==> config.mk <==
export PLATFORM = sky130hd
export DESIGN_NAME = boot_copy_ctrl
export DESIGN_NICKNAME = d
export VERILOG_FILES = /design/src/rtl/boot_copy_ctrl.sv
export SDC_FILE = /design/constraint.sdc
export NUM_CORES = 1
export LEC_CHECK = 0
export BUFFER_PORTS_ARGS = -buffer_cell sky130_fd_sc_hd__buf_2
export CORE_MARGIN = 2
export CORE_UTILIZATION = 30
export DETAILED_ROUTE_END_ITERATION = 12
export GPL_TIMING_DRIVEN = 0
export SYNTH_ARGS = -nofsm -noshare
export SYNTH_HDL_FRONTEND = slang
export SYNTH_SLANG_ARGS = --single-unit
==> constraint.sdc <==
create_clock -name clk_sys -period 3.7 [get_ports clk_sys]
set_clock_uncertainty 0.2 [all_clocks]
set_input_delay 0.74 -clock clk_sys [delete_from_list [all_inputs] [get_ports clk_sys]]
set_output_delay 0.74 -clock clk_sys [all_outputs]
set_load 0.005 [all_outputs]
==> src/rtl/boot_copy_ctrl.sv <==
`timescale 1ns/1ps
// Boot copy sequencer: copies the model-specific Z80 boot image from the boot ROM
// into main RAM while holding the CPU in reset, then releases the CPU.
module boot_copy_ctrl #(
    parameter int          LENGTH    = 275,
    parameter logic [15:0] DEST_BASE = 16'h0000,
    parameter int          ROM_AW    = 9
) (
    input  logic              clk_sys,
    input  logic              reset_n,
    input  logic              start,
    input  logic              model,
    output logic [ROM_AW-1:0] rom_addr,
    output logic              rom_model,
    input  logic [7:0]        rom_data,
    output logic [15:0]       ram_addr,
    output logic [7:0]        ram_wdata,
    output logic              ram_we,
    input  logic              ram_ack,
    output logic              cpu_reset,
    output logic              busy,
    output logic              done
);

    typedef enum logic [1:0] {
        S_IDLE,
        S_LOAD,
        S_WRITE,
        S_DONE
    } state_t;

    localparam logic [ROM_AW-1:0] LAST_IDX = ROM_AW'(LENGTH - 1);

    state_t            state;
    state_t            state_nxt;
    logic [ROM_AW-1:0] idx;
    logic              accept;
    logic              load_byte;
    logic              byte_acked;

    // NOTE: every signal gets a default before the case so no path leaves it unassigned (no latch).
    always_comb begin
        state_nxt  = state;
        accept     = 1'b0;
        load_byte  = 1'b0;
        byte_acked = 1'b0;
        busy       = 1'b0;
        done       = 1'b0;
        cpu_reset  = 1'b1;
        case (state)
            S_IDLE: begin
                if (start) begin
                    accept    = 1'b1;
                    state_nxt = S_LOAD;
                end
            end
            S_LOAD: begin
                busy      = 1'b1;
                load_byte = 1'b1;
                state_nxt = S_WRITE;
            end
            S_WRITE: begin
                busy = 1'b1;
                if (ram_ack) begin
                    byte_acked = 1'b1;
                    state_nxt  = (idx == LAST_IDX) ? S_DONE : S_LOAD;
                end
            end
            S_DONE: begin
                done      = 1'b1;
                cpu_reset = 1'b0;
                if (start) begin
                    accept    = 1'b1;
                    state_nxt = S_LOAD;
                end
            end
            default: state_nxt = S_IDLE;
        endcase
    end

    // NOTE: sequential state uses non-blocking assignments so all registers update together at the edge.
    always_ff @(posedge clk_sys or negedge reset_n) begin
        if (!reset_n) begin
            state <= S_IDLE;
        end else begin
            state <= state_nxt;
        end
    end

    // Write request is registered at the LOAD edge and held untouched until the acking edge.
    always_ff @(posedge clk_sys or negedge reset_n) begin
        if (!reset_n) begin
            idx       <= '0;
            rom_model <= 1'b0;
            ram_addr  <= DEST_BASE;
            ram_wdata <= 8'h00;
            ram_we    <= 1'b0;
        end else begin
            if (accept) begin
                idx       <= '0;
                rom_model <= model;
            end
            if (load_byte) begin
                ram_addr  <= DEST_BASE + 16'(idx);
                ram_wdata <= rom_data;
                ram_we    <= 1'b1;
            end
            if (byte_acked) begin
                ram_we <= 1'b0;
                if (idx != LAST_IDX) begin
                    idx <= idx + 1'b1;
                end
            end
        end
    end

    assign rom_addr = idx;

endmodule

==> impl_metrics.ini, run 1 <==
[run_status]
status = complete, no violations

[worst_setup_path]
worstPathRequired_ps = 2760
cp-start-kind = register
r2r-start = state[1]
crit_arrival_ps = 1300
worstPathMaxFanout = 5
r2r_slack_ps = 1590
reg2reg_depth = 5
end_kind = output port
worstSetupPathType = register to output port
reg2reg_to = ram_wdata[2]

[global_routing]
grt_pass1_vias = 975
grt_first_pass_wirelength_mm = 4.70
grt_usage_pct = 11.6
antenna_found_initial = 0
grt_max_degree = 31
overflow = 0

[die]
die_y_um = 73.3
io_pins = 51
core_mm2 = 0.00469
row_count = 25
start_util_pct = 30.7
die_x_um = 73.3
dieArea_mm2 = 0.00538

[route]
detail-route-antenna-nets = 0
vias_per_cell = 4.63
drc = 0
drt-total-wl_mm = 2.88
routedWlPerCell_um = 12.4
drt_iter0_markers = 31
num_vias = 1075
first_pass_iters = 4

[clocking]
cts_hold_buffers = 0
root_buffer = clkbuf_8
postCtsSetupBuffers = 0
clockBufferDepth = 2
cts_buffers = 5
cts.clk_slew.worst_paths_ps = 70
htree_levels = 2
cts_tree = done
clock-sinks = 30
cts_resized = 0
clock_latency_ps = 280

[synthesis]
avgSynthCellArea_um2 = 11.9
synth-seq-cells = 30
ys_seq_area_share_pct = 52.0
synthDistinctLibCells = 29
synthArstFlopShare_pct = 100
synth_top_cell_by_area = dfrtp_1
dominantRegCellSynth = dfrtp_1
syn_inst = 121
synth_edf_count = 0
synth_area_mm2 = 0.00144
synth_top_area_share_pct = 52.0
synthTopCellsByArea = dfrtp_1 52%, mux2_2 14%, ha_1 5.2%, buf_4 3.6%, nand3_1 3.1%
yosys_warnings = 0

[sta]
slew_violations = 0
relSlewSlack_pct = 55.6
fmax_ghz = 0.447
setup-tns-final_ps = 0
setup_violations = 0
min_period_over_period_pct = 60.4
period_minus_slack_ps = 2240
worst_pin_slew_ps = 667
rsz0062_at_grt = false
hold_viol = 0

[placed_design]
finalWeightedCongestion = 0.828
hpwl_mm = 2.08
place_area_mm2 = 0.00175
portBuffers = 43

[finish]
drive_gt1_share_pct = 44.4
layout.nets = 196
n_antenna_cell = 0
final_area_mm2 = 0.00186
syn_to_final_growth_pct = 28.8

[power]
p_leak_nw = 1.01
p_per_area_mw_per_mm2 = 647
vdd_drop_max_v = 0.000382

[run]
maxCapViolCount = 0

[hold_path]
worstHoldPathType = primary input to async pin
layer usage:
layer	vias up	GRT usage (%)	part of all wire (%)
met5	-	0	0
li1	525	-	-
met3	6	5.76	8.9
met1	504	14.2	45
met2	40	17.9	45
met4	0	3.64	1.2
report_power, final:
| group | total, mW | internal, mW | switching (mW) |
|---|---|---|---|
| Clock | 0.310 | 0.188 | 0.122 |
| Combinational | 0.425 | 0.216 | 0.209 |
| Sequential | 0.467 | 0.412 | 0.0552 |
| Total | 1.20 | 0.816 | 0.386 |
Yosys cell counts, types with 3 or more instances:
cell,instances
a211o_1,4
a21oi_1,3
and3_1,4
buf_4,7
dfrtp_1,30
ha_1,6
inv_1,6
mux2_2,18
nand2_1,7
nand3_1,9
nor3_1,3
o21ai_1,5
stage by stage:
step	total power, mW	utilization [%]	cells	worst slack [ps]	hold WS, ps
final	1.20	39.6	232	1460	285
after global routing	1.29	39.6	232	1360	301
after CTS	1.23	39.6	232	1440	298
after detailed placement	0.909	37.3	224	1530	283
after global placement	0.898	37.3	224	1560	272
after floorplan	0.744	-	127	1890	244
kinds of logic after synthesis:
family / after synthesis / share of synthesized area (%)
other: 1 / 0.260
buffers and inverters: 16 / 6.59
xor gates and xnor gates: 2 / 1.21
muxes: 18 / 14.0
DFF: 30 / 52.0
and+or+nand+nor: 31 / 13.2
AOI/OAI and AO/OA: 17 / 7.46
adders and majority gates: 6 / 5.20
worst max path at each step:
| stage | start | end | slack (ps) | cells past startpoint |
|---|---|---|---|---|
| final | state[0] | busy | 1460 | 4 |
| after global routing | state[0] | busy | 1360 | 4 |
| after CTS | state[0] | busy | 1440 | 4 |
| after detailed placement | state[1] | ram_wdata[2] | 1530 | 5 |
| after global placement | ram_ack | rom_addr[2] | 1560 | 5 |
| after floorplan | state[1] | ram_wdata[0] | 1890 | 5 |
flip-flops by register name (all words and copies together) (netlist names):
signal and count:
ram_addr 9, ram_wdata 8, ram_we 1, rom_addr 9, rom_model 1, state 2
worst max-delay path, stage by stage, from the launching register on:
cell and delay (ps):
dfrtp_1 420, inv_1 60, ha_1 320, inv_1 100, buf_2 120
area by class of cell:
| class | count | area [um2] |
|---|---|---|
| timing repair buffer | 43 | 215 |
| multi-input combinational | 81 | 619 |
| clock buffer | 8 | 110 |
| tap | 54 | 67.6 |
| fill | 480 | 2830 |
| inverter | 6 | 22.5 |
| buffer | 10 | 72.6 |
| sequential | 30 | 751 |
placed cells by master (no fill, tap or decap), drive strengths merged, types with 6 or more instances in the layout:
cell	count
buf	52
dfrtp	30
mux2	18
nand3	9
clkbuf	9
nand2	7
conb	7
inv	6
ha	6
o21ai	6
Note: power is estimated with default switching activity, not from simulation.
==> inputs of run 2 (changes only) <==
--- a/config.mk
+++ b/config.mk
@@ -5,6 +5,7 @@
 export SDC_FILE = /design/constraint.sdc
 export NUM_CORES = 1
 export LEC_CHECK = 0
+export ABC_AREA = 1
 export BUFFER_PORTS_ARGS = -buffer_cell sky130_fd_sc_hd__buf_2
 export CORE_MARGIN = 2
 export CORE_UTILIZATION = 30
==> constraint.sdc (replaced) <==
create_clock -name clk_sys -period 2.3 [get_ports clk_sys]
set_clock_uncertainty 0.2 [all_clocks]
set_input_delay 0.46 -clock clk_sys [delete_from_list [all_inputs] [get_ports clk_sys]]
set_output_delay 0.46 -clock clk_sys [all_outputs]
set_load 0.005 [all_outputs]
==> run 2 against run 1 <==
Register-to-register slack worse by 1100 ps. Cell count rose by 30%. Die area up 3.0%. Total power is 78% higher. Non-clock buffer count did not move. Clock power increased by 120%. Combinational power is 65% higher. First-iteration DRC count rose by 74%. Clock-buffer cell count decreased by 2. Via count rose by 17%. Global-route usage up 1.1 points. Synthesized cell count rose by 46%. Critical path type unchanged. Highest routed layer unchanged.
==> impl_metrics.ini, run 2 <==
[run_status]
status = complete, no violations

[finish]
final_area_mm2 = 0.00195
final.fill_count = 521
syn_to_final_growth_pct = 31.2
layout.nets = 252
final_cell_mix = 65 x nand2_1, 44 x buf_2, 30 x dfrtp_1
final_common_cell = nand2_1
post-route-util_pct = 41.1
n_antenna_cell = 0
drive_gt1_share_pct = 30.3

[worst_setup_path]
slowest_stage = dfrtp_1
worstPathRequired_ps = 1640
critical_path.cell_chain = inv_1 > ha_1 > inv_1 > buf_2
worstSetupPathType = register to output port
worstPathMaxFanout = 5
r2r_slack_ps = 490
reg2reg_to = rom_model
cpMostUsedCell = inv_1
cp-start-kind = register
end_kind = output port
crit_arrival_ps = 1290
reg2reg_depth = 4
crit_path_end = busy
r2r-start = state[0]
crit_start = state[0]
slowest_delay_ps = 420

[sta]
worst_pin_slew_ps = 683
fmax_ghz = 0.514
hold_viol = 0
relSlewSlack_pct = 54.5
setup_violations = 0
setup-tns-final_ps = 0
rsz0062_at_grt = false
slew_violations = 0
min_period_over_period_pct = 84.6
period_minus_slack_ps = 1950

[synthesis]
yosys_warnings = 0
synth_edf_count = 0
synthTopCellsByCount = 65 x nand2_1, 30 x dfrtp_1, 17 x inv_1
synth-seq-cells = 30
synth_top_cell_by_area = dfrtp_1
ys_seq_area_share_pct = 50.5
yosysMostFrequentCell = nand2_1
dominantRegCellSynth = dfrtp_1
synthDistinctLibCells = 22
avgSynthCellArea_um2 = 8.40
synth_top_area_share_pct = 50.5
synthArstFlopShare_pct = 100
synthTopCellsByArea = dfrtp_1 50%, nand2_1 16%, ha_1 5.0%, o21ai_0 4.4%, inv_1 4.3%
syn_inst = 177
synth_area_mm2 = 0.00149

[die]
io_pins = 51
die_x_um = 74.4
row_count = 25
core_mm2 = 0.00475
dieArea_mm2 = 0.00554
start_util_pct = 31.3
die_y_um = 74.4

[route]
first_pass_iters = 4
detail-route-antenna-nets = 0
drc = 0
num_vias = 1253
drt-total-wl_mm = 3.30
vias_per_cell = 4.16
routedWlPerCell_um = 11.0
drt_iter0_markers = 54

[global_routing]
grt_first_pass_wirelength_mm = 5.15
antenna_found_initial = 0
overflow = 0
grt_max_degree = 31
grt_usage_pct = 12.7
grt_pass1_vias = 1075

[clocking]
cts_hold_buffers = 0
clock-sinks = 30
root_buffer = clkbuf_8
clockBufferDepth = 2
cts_resized = 0
cts.clk_slew.worst_paths_ps = 70
cts_buffers = 5
cts_tree = done
postCtsSetupBuffers = 0
clock_latency_ps = 280
htree_levels = 2

[power]
p_per_area_mw_per_mm2 = 1090
p_leak_nw = 1.11
power.total_mw = 2.14
vdd_drop_max_v = 0.000332

[placed_design]
portBuffers = 43
hpwl_mm = 2.39
place_area_mm2 = 0.00181
finalWeightedCongestion = 0.747

[run]
maxCapViolCount = 0

[hold_path]
worstHoldPathType = primary input to async pin
==> run 2: stage by stage <==
step	hold WS, ps	setup slack [ps]	instances
CTS	36.8	341	301
global placement	249	496	293
finish	11.5	354	301
floorplan	-35.6	676	183
global route	68.5	266	301
detailed placement	256	492	293
==> run 2: layout make-up <==
class                   instances  area [um2]  share of cell area (%)
flip-flops and latches         30         751                    38.5
multi-input cells             125         627                    32.1
repair buffers                 43         215                    11.0
well taps                      67        83.8                    4.29
clock buffers                   6        82.6                    4.23
inverters                      18        67.6                    3.46
plain buffers                  10        65.1                    3.33
clock inverters                 2        60.1                    3.08
==> run 2: report_power, final <==
group / switching (mW) / leakage [nW] / internal [mW]
sequential: 0.0956 / 0.393 / 0.668
clock: 0.208 / 0.0714 / 0.462
combinational: 0.423 / 0.644 / 0.279
==> run 2: worst min-delay path by stage <==
stage	start	end	slack, ps	cells past startpoint
2_1_floorplan	reset_n	ram_addr[0]	-40	0
5_1_grt	reset_n	ram_wdata[0]	70	1
3_3_place_gp	ram_wdata[4]	ram_wdata[4]	250	2
4_1_cts	reset_n	rom_addr[4]	40	1
3_5_place_dp	ram_wdata[2]	ram_wdata[2]	260	2
6_report	reset_n	ram_addr[8]	10	1
==> run 2: logic make-up (layout without fill, tap and decap cells) <==
| logic type | after synthesis | count (layout) | share of synthesized area, % |
|---|---|---|---|
| other | 1 | 7 | 0.252 |
| buffers and inverters | 28 | 79 | 8.91 |
| and+or+nand+nor | 90 | 90 | 26.4 |
| muxes | 1 | 1 | 0.757 |
| adders and majority gates | 6 | 6 | 5.05 |
| DFF | 30 | 30 | 50.5 |
| xor gates and xnor gates | 4 | 4 | 2.36 |
| AOI/OAI and AO/OA | 17 | 17 | 5.80 |
==> run 2: worst max-delay path, delay by kind of cell (launching register included) <==
family / cells / cell delay, ps
adder cells (fa/ha/maj): 1 / 330
flip-flops: 1 / 420
buffers and inverters: 3 / 250
==> run 2: layer usage <==
| layer | vias up | track usage (%) | wire length, um |
|---|---|---|---|
| met2 | 31 | 19.0 | 1460 |
| met5 | - | 0 | 0 |
| met3 | 5 | 5.83 | 251 |
| met1 | 569 | 16.2 | 1540 |
| li1 | 648 | - | - |
| met4 | 0 | 4.76 | 49 |
